$ cat config.mk
export PLATFORM = sky130hd
export DESIGN_NAME = wb_sdram_arbiter
export DESIGN_NICKNAME = d
export VERILOG_FILES = /design/src/rtl/wb_sdram_arbiter.sv
export SDC_FILE = /design/constraint.sdc
export NUM_CORES = 1
export LEC_CHECK = 0
export CAP_MARGIN = 20
export CORE_AREA = 2 2 106 108
export DETAILED_ROUTE_END_ITERATION = 6
export DIE_AREA = 0 0 108 110
export SLEW_MARGIN = 20
export SYNTH_ARGS = -nofsm -noshare
export SYNTH_HDL_FRONTEND = slang
export SYNTH_SLANG_ARGS = --single-unit
$ cat constraint.sdc
create_clock -name sys_clk -period 1.5 [get_ports sys_clk]
set_input_delay 0.3 -clock sys_clk [delete_from_list [all_inputs] [get_ports sys_clk]]
set_output_delay 0.3 -clock sys_clk [all_outputs]
set_load 0.01 [all_outputs]
$ cat src/rtl/wb_sdram_arbiter.sv
// wb_sdram_arbiter
//   Round-robin arbiter that shares the single Wishbone slave port of the
//   SDRAM memory controller among NUM_M masters on the sys_clk domain.
//   - No grant is issued until sdr_init_done is high.
//   - The owner keeps the port for its whole cyc, including cti bursts.
//   - One SWITCH cycle separates consecutive owners.
//   Optional feature, enabled by defining WB_ARB_QUANTUM_EN:
//   - After QUANTUM acks, the owner is forced off at a beat boundary when
//     another master is requesting.
module wb_sdram_arbiter #(
  parameter int NUM_M   = 2,
  parameter int dw      = 32,
  parameter int APP_AW  = 26,
  parameter int QUANTUM = 8
) (
  input  logic                    sys_clk,
  input  logic                    sdram_resetn,
  input  logic                    sdr_init_done,
  input  logic [NUM_M-1:0]        m_cyc_i,
  input  logic [NUM_M-1:0]        m_stb_i,
  input  logic [NUM_M-1:0]        m_we_i,
  input  logic [NUM_M*APP_AW-1:0] m_addr_i,
  input  logic [NUM_M*dw-1:0]     m_dat_i,
  input  logic [NUM_M*dw/8-1:0]   m_sel_i,
  input  logic [NUM_M*3-1:0]      m_cti_i,
  output logic [NUM_M-1:0]        m_ack_o,
  output logic [dw-1:0]           m_dat_o,
  output logic                    s_cyc_o,
  output logic                    s_stb_o,
  output logic                    s_we_o,
  output logic [APP_AW-1:0]       s_addr_o,
  output logic [dw-1:0]           s_dat_o,
  output logic [dw/8-1:0]         s_sel_o,
  output logic [2:0]              s_cti_o,
  input  logic                    s_ack_i,
  input  logic [dw-1:0]           s_dat_i,
  output logic [NUM_M-1:0]        arb_gnt_o
);

  localparam int IW = (NUM_M > 1) ? $clog2(NUM_M) : 1;

  typedef enum logic [1:0] {ST_IDLE, ST_OWN, ST_SWITCH} state_e;

  state_e           state_q, state_d;
  logic [NUM_M-1:0] gnt_q, gnt_d;
  logic [IW-1:0]    last_q, last_d;
  logic [IW-1:0]    own_idx;
  logic [IW-1:0]    pick_idx;
  logic             pick_vld;
  logic             grant_now;
  logic             quantum_hit;   // owner must see wait states this cycle
  logic             quantum_rel;   // owner is released at the next edge

  // Owner index decoded from the registered one-hot grant; 0 when idle so
  // the slave-side mux defaults to master 0.
  always_comb begin
    // NOTE: every combinational output gets a default first so no latch is inferred.
    own_idx = '0;
    for (int i = 0; i < NUM_M; i++) begin
      if (gnt_q[i]) own_idx = IW'(i);
    end
  end

  // Round-robin pick: first requester after last_q, wrapping; the last
  // owner itself is tried last so a sole requester re-wins.
  always_comb begin
    logic [IW:0] cand;
    pick_idx = '0;
    pick_vld = 1'b0;
    cand     = '0;
    for (int i = 1; i <= NUM_M; i++) begin
      cand = {1'b0, last_q} + (IW+1)'(i);
      if (cand >= (IW+1)'(NUM_M)) cand = cand - (IW+1)'(NUM_M);
      if (!pick_vld && m_cyc_i[cand[IW-1:0]]) begin
        pick_vld = 1'b1;
        pick_idx = cand[IW-1:0];
      end
    end
  end

  assign grant_now = (state_q == ST_IDLE) && sdr_init_done && pick_vld;

`ifdef WB_ARB_QUANTUM_EN
  logic [7:0] cnt_q, cnt_d;

  assign quantum_hit = (state_q == ST_OWN) && (cnt_q >= 8'(QUANTUM)) &&
                       (|(m_cyc_i & ~gnt_q)) &&
                       ((s_cti_o == 3'b000) || (s_cti_o == 3'b111));
  // A beat already acked this cycle must complete before handing over.
  assign quantum_rel = quantum_hit && !s_ack_i;

  // Owner ack counter, restarted on each new grant, saturating at 255.
  always_comb begin
    cnt_d = cnt_q;
    if (grant_now) cnt_d = '0;
    else if ((state_q == ST_OWN) && s_ack_i && (cnt_q != 8'hFF)) cnt_d = cnt_q + 8'd1;
  end

  // Ack counter register.
  always_ff @(posedge sys_clk or negedge sdram_resetn) begin
    if (!sdram_resetn) cnt_q <= '0;
    else               cnt_q <= cnt_d;
  end
`else
  // Without the quantum feature QUANTUM has no effect.
  logic unused_quantum;
  assign unused_quantum = ^8'(QUANTUM);
  assign quantum_hit    = 1'b0;
  assign quantum_rel    = 1'b0;
`endif

  // State, grant and rotation pointer registers.
  always_ff @(posedge sys_clk or negedge sdram_resetn) begin
    if (!sdram_resetn) begin
      state_q <= ST_IDLE;
      gnt_q   <= '0;
      last_q  <= IW'(NUM_M - 1);
    end else begin
      // NOTE: sequential state uses non-blocking assignments so every register samples pre-edge values.
      state_q <= state_d;
      gnt_q   <= gnt_d;
      last_q  <= last_d;
    end
  end

  // Next-state logic: grant in IDLE, release on cyc drop or quantum, one SWITCH cycle.
  always_comb begin
    state_d = state_q;
    gnt_d   = gnt_q;
    last_d  = last_q;
    unique case (state_q)
      ST_IDLE: begin
        if (grant_now) begin
          state_d = ST_OWN;
          gnt_d   = NUM_M'(1) << pick_idx;
        end
      end
      ST_OWN: begin
        // sdr_init_done is deliberately ignored here: an active owner is never aborted.
        if (!m_cyc_i[own_idx] || quantum_rel) begin
          state_d = ST_SWITCH;
          gnt_d   = '0;
          last_d  = own_idx;
        end
      end
      ST_SWITCH: state_d = ST_IDLE;
      default:   state_d = ST_IDLE;
    endcase
  end

  // Output logic: slave handshake and ack routing only while a master owns the port.
  always_comb begin
    s_cyc_o = (state_q == ST_OWN);
    s_stb_o = (state_q == ST_OWN) && m_stb_i[own_idx] && !quantum_hit;
    m_ack_o = '0;
    for (int i = 0; i < NUM_M; i++) begin
      m_ack_o[i] = (state_q == ST_OWN) && gnt_q[i] && s_ack_i;
    end
  end

  assign s_we_o    = m_we_i[own_idx];
  assign s_addr_o  = m_addr_i[own_idx*APP_AW +: APP_AW];
  assign s_dat_o   = m_dat_i[own_idx*dw +: dw];
  assign s_sel_o   = m_sel_i[own_idx*(dw/8) +: dw/8];
  assign s_cti_o   = m_cti_i[own_idx*3 +: 3];
  assign m_dat_o   = s_dat_i;
  assign arb_gnt_o = gnt_q;

endmodule

== Word-level counts from Yosys, hierarchy flattened ==
Cells that the tools add are included.

* Reduce and logical (&&, ||, !) cells: 14
* Multipliers: 2
* Mux-type cells: 23
* Equal/unequal tests: 3
* Divide/modulo/power cells: 0
* Shifts and indexed selects: 5
* Order comparisons: 5
* Bitwise gates (word level): 1
* Add/sub/neg operators: 4

{| class="wikitable"
|+ Operators with widths
! kind !! count
|-
| $shiftx A64 B7 Y32 || 1
|-
| $shiftx A52 B7 Y26 || 1
|-
| $mux W1 || 17
|-
| $logic_and A1 B1 Y1 || 8
|-
| $mux W2 || 4
|-
| $pmux W2 S2 || 2
|-
| $shiftx A8 B4 Y4 || 1
|-
| $lt A1 B2 Y1 const B || 3
|-
| $shiftx A6 B4 Y3 || 1
|-
| $mul A1 B4 Y5 const B || 1
|-
| $ge A2 B2 Y1 const B || 2
|-
| $ne A2 B2 Y1 const B || 2
|-
| $reduce_and A2 Y1 || 2
|-
| $mul A1 B2 Y3 const B || 1
|-
| $reduce_and A3 Y1 || 1
|-
| $add A1 B1 Y2 const B || 1
|-
| $add A1 B2 Y2 const B || 1
|-
| $eq A2 B1 Y1 const B || 1
|-
| $logic_not A2 Y1 || 1
|-
| $reduce_bool A2 Y1 || 1
|-
| $shl A1 B1 Y2 const A || 1
|-
| $sub A1 B1 Y1 const B || 2
|-
| $logic_not A1 Y1 || 1
|-
| $not A1 Y1 || 1
|}

* Memories: 0
* Output and inout port bits: 104
* Bits in registers: 5
* Memory bits (writable): 0
* Bits of input ports: 172
* Bits in latches: 0
* Bits in read-only memories: 0
* Word-level logic and storage cells: 60

== Longest topological paths before layout ==
Gate-level depths: netlist (run 1).

* Word-level depth: 12
* Depth in mapped cells: 4
* Gate-level depth less buffers: 3

== Least setup slack after synthesis (run 1) ==
Ideal clock, no wire load.

* Path kind: register to output
* From: register gnt_q[1], in the netlist arb_gnt_o[1]
* To: output s_addr_o[0]
* Stages on the path, launching flop included: 4
* Arrival time: 1.051 ns
* Buffers on the path: 2
* Path slack: 0.149 ns
* Required time: 1.200 ns
* Path through: dfrtp_1 > buf_2 > buf_2 > mux2_2

* Word-level cells in the longest chain between the ends: 3

{| class="wikitable"
|+ Ends and longest elaborated chain
! element !! RTL line !! RTL
|-
| start, declared || 45 || <nowiki>logic [NUM_M-1:0] gnt_q, gnt_d;</nowiki>
|-
| start signal, assigned || 121 || <nowiki>gnt_q <= gnt_d;</nowiki>
|-
| $mux W1 || 60 || <nowiki>if (gnt_q[i]) own_idx = IW'(i);</nowiki>
|-
| $mul A1 B4 Y5 || 162 || <nowiki>assign s_addr_o = m_addr_i[own_idx*APP_AW +: APP_AW];</nowiki>
|-
| $shiftx A52 B7 Y26 || 162 ||
|-
| end, declared || 31 || <nowiki>output logic [APP_AW-1:0] s_addr_o,</nowiki>
|}

Every way passes these cells.

== Worst setup path after layout (run 1) ==
* From: register gnt_q[1], in the netlist arb_gnt_o[1]
* To: output s_addr_o[24]

Same word-level chain as after synthesis.

==> results.toml, run 1 <==
[synth]
syn_inst = 132
synth_cell_types = 19
synth-simple-area-share_pct = 5.434
synth_top_area_cell = "mux2_2"
synth_most_common_cell = "mux2_2"
synthMuxAreaShare_pct = 60.15
async_flop_share_pct = 100.0
syn-cell-area_um2 = 1313
synth_common_cells = "mux2_2 (67), buf_4 (34), buf_2 (7), dfrtp_1 (4), nor2_1 (3)"
yosysSeqAreaShare_pct = 9.628
netlist.area_leader.share_pct = 57.48
ys_top_cells_by_area = "mux2_2 (57%), buf_4 (19%), dfrtp_1 (7.6%)"
ys_warn_count = 0
synth_compound_area_share_pct = 2.383
syn_nets = 304
synth_fa_ha_area_share_pct = 0
ys_seq_elements = 5
synth_edf_count = 0
synth_ff_type = "dfrtp_1"
avgSynthCellArea_um2 = 9.943
synth_top_family_by_area = "multiplexers"
synth_xor_xnor_area_share_pct = 0

[place]
io_buffers = 211
gp_congestion = 0.7074
hpwl_um = 5471
post_dp_cell_area_um2 = 3418
numPlacedInstances = 453

[timing]
setup_violations = 71
grt_setup_unrepaired = "yes"
slew_viol_final = 0
post-route-period-util_pct = 117.1
max_freq_mhz = 569.4
totalNegativeSetupSlack_ns = -13.16
fin_ws_ns = -0.2562
hold_violations = 0
min_period_ns = 1.756
fin_worst_skew_ns = 0.0004840
worst_pin_slew_ns = 0.3068
max_slew_margin_pct = 79.37

[global_routing]
antenna_found_initial = 0
grt_max_degree = 18
grt_pass1_wl_um = 9459
grtUsageTotal_pct = 10.06
grt_pass1_vias = 1839
grt-ovfl-total = 0

[power]
p_sw_mw = 1.816
swShare_pct = 33.11
p_leak_nw = 1.807
power.internal_mw = 3.670
p_seq_share_pct = 4.8
p_per_area_nw_per_um2 = 1336
combinationalPowerShare_pct = 90.6
ir_drop_mv = 0.6861
clockPowerShare_pct = 4.6

[worst_setup_path]
start_kind = "register"
path_max_fanout = 6
worstSetupPathType = "reg2out"
max_stage_delay_ns = 0.42
r2r_start = "arb_gnt_o[1]$_DFFE_PN0P_"
path_depth = 5
path_buf_inv = 4
rr_endpoint = "arb_gnt_o[0]$_DFFE_PN0P_"
r2r_slack_ns = -0.09
worstPathCellList = "buf_6 -> buf_12 -> buf_6 -> mux2_4 -> buf_6"
crit_family = "buffers and inverters"
required_ns = 1.20
arrival_ns = 1.46
worst-r2r-cell-count = 7
slowest_stage = "dfrtp_2"
cp-end-kind = "output port"
cp-endpoint = "s_addr_o[24]"
crit_path_start = "arb_gnt_o[1]$_DFFE_PN0P_"
cpMostUsedCell = "buf_6"

[run_status]
outcome = "finished, violations left"
violations = "setup timing"

[floorplanning]
rows = 38
die_y_um = 110
die_area_um2 = 11880
num_io_pins = 276
initial_core_util_pct = 12.27
die_w_um = 108
core_um2 = 10700

[hold_path]
hold_class = "in2async"

[finish]
drive_above_1_share_pct = 53.55
fin_area_um2 = 4105
final_cells = 478
n_antenna_cell = 0
syn2layout_area_growth_pct = 212.8
final_nets = 511

[clocking]
clock-sinks = 5
clock-root-buffer = "clkbuf_8"
htreeDepth = 1
clk_latency_ns = 0.22
cts_buffers = 3
path_clk_slew_ns = 0.04
cts_buffer_depth = 2
tritoncts = "done"

[route]
drtIter0Drc = 19
route.detailed.drc = 0
vias_per_cell = 3.755
vias = 1795
drtPass1Iterations = 4
ant_nets = 0
wl_per_cell_um = 16.02
wl_um = 7656

[flow_run]
maxCapViolCount = 0
## cells by family after synthesis
| family | count (synthesis) |
|---|---|
| simple gates | 10 |
| mux | 70 |
| flops | 5 |
| buf+inv | 42 |
| compound gates | 5 |
## through the flow
| step | setup slack, ns | utilization [%] | hold WS (ns) | power [mW] |
|---|---|---|---|---|
| 2_1_floorplan | 0.1494 | - | 0.004409 | 1.904 |
| 3_3_place_gp | -0.3701 | 31.95 | 0.4832 | 3.626 |
| 3_5_place_dp | -0.3710 | 31.95 | 0.4819 | 3.627 |
| 4_1_cts | -0.3366 | 33.49 | 0.3140 | 4.360 |
| 5_1_grt | -0.2934 | 38.37 | 0.3194 | 5.784 |
| 6_report | -0.2562 | 38.37 | 0.3079 | 5.486 |
## cells in the final DEF (no fill, tap or decap)
cell	n
clkdlybuf4s50_1	140
buf_6	72
mux2_4	53
mux2_2	15
buf_4	12
clkbuf_16	5
buf_12	4
nor2_1	3
dfrtp_1	3
clkbuf_8	3
buf_16	3
buf_2	3
o21ai_0	2
buf_8	2
nand2b_4	1
inv_2	1
and3_4	1
and3_1	1
mux2i_2	1
o21ai_1	1
a21boi_0	1
nor4b_4	1
mux2i_1	1
a21o_2	1
nor3b_1	1
nor2b_1	1
nand2_1	1
dfrtp_2	1
clkbuf_1	1
dfstp_2	1
clkbuf_2	1
clkdlybuf4s15_1	1
## routing by layer
layer | global-route usage (%) | wire length [um] | up-vias
met4 | 1.648 | 40 | 0
met3 | 2.763 | 707 | 6
met1 | 12.08 | 3130 | 825
met5 | 0 | 0 | -
met2 | 18.19 | 3776 | 111
li1 | - | - | 853
## cell type report
cell class / count / area (um2)
repair buffers: 243 / 2650
flip-flops and latches: 5 / 127.6
fillers: 1064 / 6593
inverters: 1 / 3.754
clock buffers: 4 / 45.04
multi-input cells: 85 / 1104
well taps: 140 / 175.2
## worst register-to-register path, stage by stage, from the launching register on
cell	delay [ns]
dfrtp_2	0.42
buf_6	0.15
buf_12	0.13
buf_16	0.13
buf_6	0.11
mux2_4	0.31
o21ai_1	0.13
mux2i_1	0.08
## registers in the layout, indices dropped and copies added, names as in the netlist
name / cells
arb_gnt_o: 2
last_q: 1
state_q: 2
## how the worst min path moves through the flow
| stage | from | slack [ns] | cells after the start | to |
|---|---|---|---|---|
| 6_report | sdram_resetn | 0.31 | 1 | state_q[1]$_DFFE_PN0P_ |
| 5_1_grt | sdram_resetn | 0.32 | 1 | state_q[1]$_DFFE_PN0P_ |
| 4_1_cts | sdram_resetn | 0.31 | 1 | arb_gnt_o[0]$_DFFE_PN0P_ |
| 3_5_place_dp | last_q$_DFFE_PN1P_ | 0.48 | 2 | last_q$_DFFE_PN1P_ |
| 3_3_place_gp | last_q$_DFFE_PN1P_ | 0.48 | 2 | last_q$_DFFE_PN1P_ |
| 2_1_floorplan | sdram_resetn | 0.004 | 0 | arb_gnt_o[0]$_DFFE_PN0P_ |
## power by group through the flow
stage | logic, mW | clock network, mW | registers (mW)
2_1_floorplan | 1.65 | 0 | 0.256
5_1_grt | 5.24 | 0.273 | 0.270
3_5_place_dp | 3.36 | 0 | 0.265
3_3_place_gp | 3.36 | 0 | 0.266
4_1_cts | 3.84 | 0.259 | 0.258
6_report | 4.97 | 0.250 | 0.264
## timing repair
action | 4_1_cts | 5_1_grt
hold buffers | 0 | 0
cloned | 4 | 5
setup endpoints to repair | 71 | 72
setup buffers | 9 | 4
resized for setup | 259 | 163
pin swaps | 0 | 2
(Power assumes the default switching activity.)
==> run 2, diff against run 1 <==
- GPL_TIMING_DRIVEN: unset -> 0
- RECOVER_POWER: unset -> 50
==> run 2 against run 1 <==
  * The flow still finishes with violations (setup timing)
  * Final area grew 11%
  * Clock power about the same
  * Routed wire length increased by 8.2%
  * Count of clock-buffer cells in the layout is the same
  * Clock skew is essentially flat
  * Cell count increased by 12%
  * Combinational power about the same
  * Sequential share of layout area decreased by 0.30 points
  * First-iteration DRC count increased by 32%
  * Register-to-register slack better by 0.15 ns
  * Critical endpoint is now s_dat_o[29]
  * Largest power group unchanged
==> results.toml, run 2 (synthesized netlist as in run 1, its figures left out) <==
[run_status]
outcome = "finished, violations left"
violations = "setup timing"

[power]
p_seq_share_pct = 4.9
swShare_pct = 33.49
p_leak_nw = 2.035
p_per_area_nw_per_um2 = 1211
p_sw_mw = 1.845
design_power_total_mw = 5.509
clockPowerShare_pct = 4.6
ir_drop_mv = 0.4946
power.internal_mw = 3.664
combinationalPowerShare_pct = 90.5

[finish]
multi_input_area_um2 = 1091
final_nets = 570
final_cells = 537
n_antenna_cell = 0
nFillCells = 1007
layout_common_cells = "clkdlybuf4s50_1 (154), buf_6 (57), mux2_4 (49)"
drive_above_1_share_pct = 52.39
syn2layout_area_growth_pct = 246.4
final_common_cell = "clkdlybuf4s50_1"
regArea_um2 = 127.6

[place]
io_buffers = 243
hpwl_um = 6447
gp_congestion = 0.7082
numPlacedInstances = 515
pre_cts_ws_ns = -0.5417

[worst_setup_path]
required_ns = 1.20
crit_family = "buffers and inverters"
start_kind = "register"
worstPathCellList = "buf_12 -> buf_12 -> buf_8 -> mux2_4 -> buf_6"
cp-end-kind = "output port"
worstSetupPathType = "reg2out"
path_max_fanout = 5
arrival_ns = 1.48
path_buf_inv = 4
r2r_start = "arb_gnt_o[1]$_DFFE_PN0P_"
slowest_stage = "dfrtp_1"
cpMostUsedCell = "buf_12"
max_stage_delay_ns = 0.40
r2r_slack_ns = 0.06
crit_path_start = "arb_gnt_o[1]$_DFFE_PN0P_"

[timing]
whs_ns = 0.3930
max_freq_mhz = 560.7
grt_setup_unrepaired = "yes"
slew_viol_final = 0
totalNegativeSetupSlack_ns = -16.99
min_period_ns = 1.783
post-route-period-util_pct = 118.9
setup_violations = 68
fin_worst_skew_ns = 0.0002784
hold_violations = 0
fin_ws_ns = -0.2835
max_slew_margin_pct = 67.06
worst_pin_slew_ns = 0.4930

[floorplanning]
die_y_um = 110
rows = 38
num_io_pins = 276
core_um2 = 10700
die_w_um = 108
die_area_um2 = 11880
initial_core_util_pct = 12.27

[route]
vias_per_cell = 3.790
wl_per_cell_um = 15.43
route.detailed.drc = 0
wl_um = 8285
ant_nets = 0
drtPass1Iterations = 4
vias = 2035
drtIter0Drc = 25

[clocking]
cts_buffers = 3
clock-root-buffer = "clkbuf_8"
htreeDepth = 1
cts_hold_buffers = 0
path_clk_slew_ns = 0.04
clock-sinks = 5
cts_buffer_depth = 2
tritoncts = "done"
clk_latency_ns = 0.22

[global_routing]
grt_pass1_vias = 2063
grtUsageTotal_pct = 11.58
grt_pass1_wl_um = 10860
antenna_found_initial = 0
grt-ovfl-total = 0
grt_max_degree = 6

[hold_path]
hold_class = "in2async"

[flow_run]
maxCapViolCount = 0
==> run 2: power by group through the flow <==
stage	combinational (mW)	clock (mW)	sequential, mW
after floorplan	1.65	0	0.256
after CTS	4.79	0.256	0.269
after global routing	5.25	0.268	0.281
final	4.98	0.251	0.273
after detailed placement	3.46	0	0.263
after global placement	3.45	0	0.260
==> run 2: what timing repair did <==
action	4_1_cts	5_1_grt
buffers inserted	10	3
gates cloned	7	0
resized for setup	389	43
endpoints found under the setup margin	71	72
pin swaps	0	1
==> run 2: worst paths after layout <==
path | end | cells after the start
min in group sys_clk | last_q$_DFFE_PN1P_ | 2
worst min register to register | last_q$_DFFE_PN1P_ | 2
worst max-delay path | s_dat_o[29] | 5
worst min-delay path | arb_gnt_o[0]$_DFFE_PN0P_ | 1
worst max register to register | state_q[0]$_DFFE_PN0P_ | 5
max in group asynchronous | last_q$_DFFE_PN1P_ | 1
==> run 2: per-stage QoR <==
step                utilization, %  area (um2)
CTS                          41.29        4417
global route                 42.50        4547
global placement             36.64        3920
detailed placement           36.64        3920
finish                       42.50        4547
floorplan                        -        1313
==> run 2: layout make-up <==
class,count,area share (%)
buffer,41,8.200
sequential,5,2.807
tap,140,3.853
clock buffer,4,0.9906
inverter,1,0.08255
timing repair buffer,261,60.07
multi-input combinational,85,24.00
==> run 2: per-layer routing <==
layer	GRT usage [%]	up-vias	wire length (um)
li1	-	968	-
met1	11.90	942	2795
met2	23.50	121	4613
met3	3.292	4	826
met4	1.740	0	49
met5	0	-	0
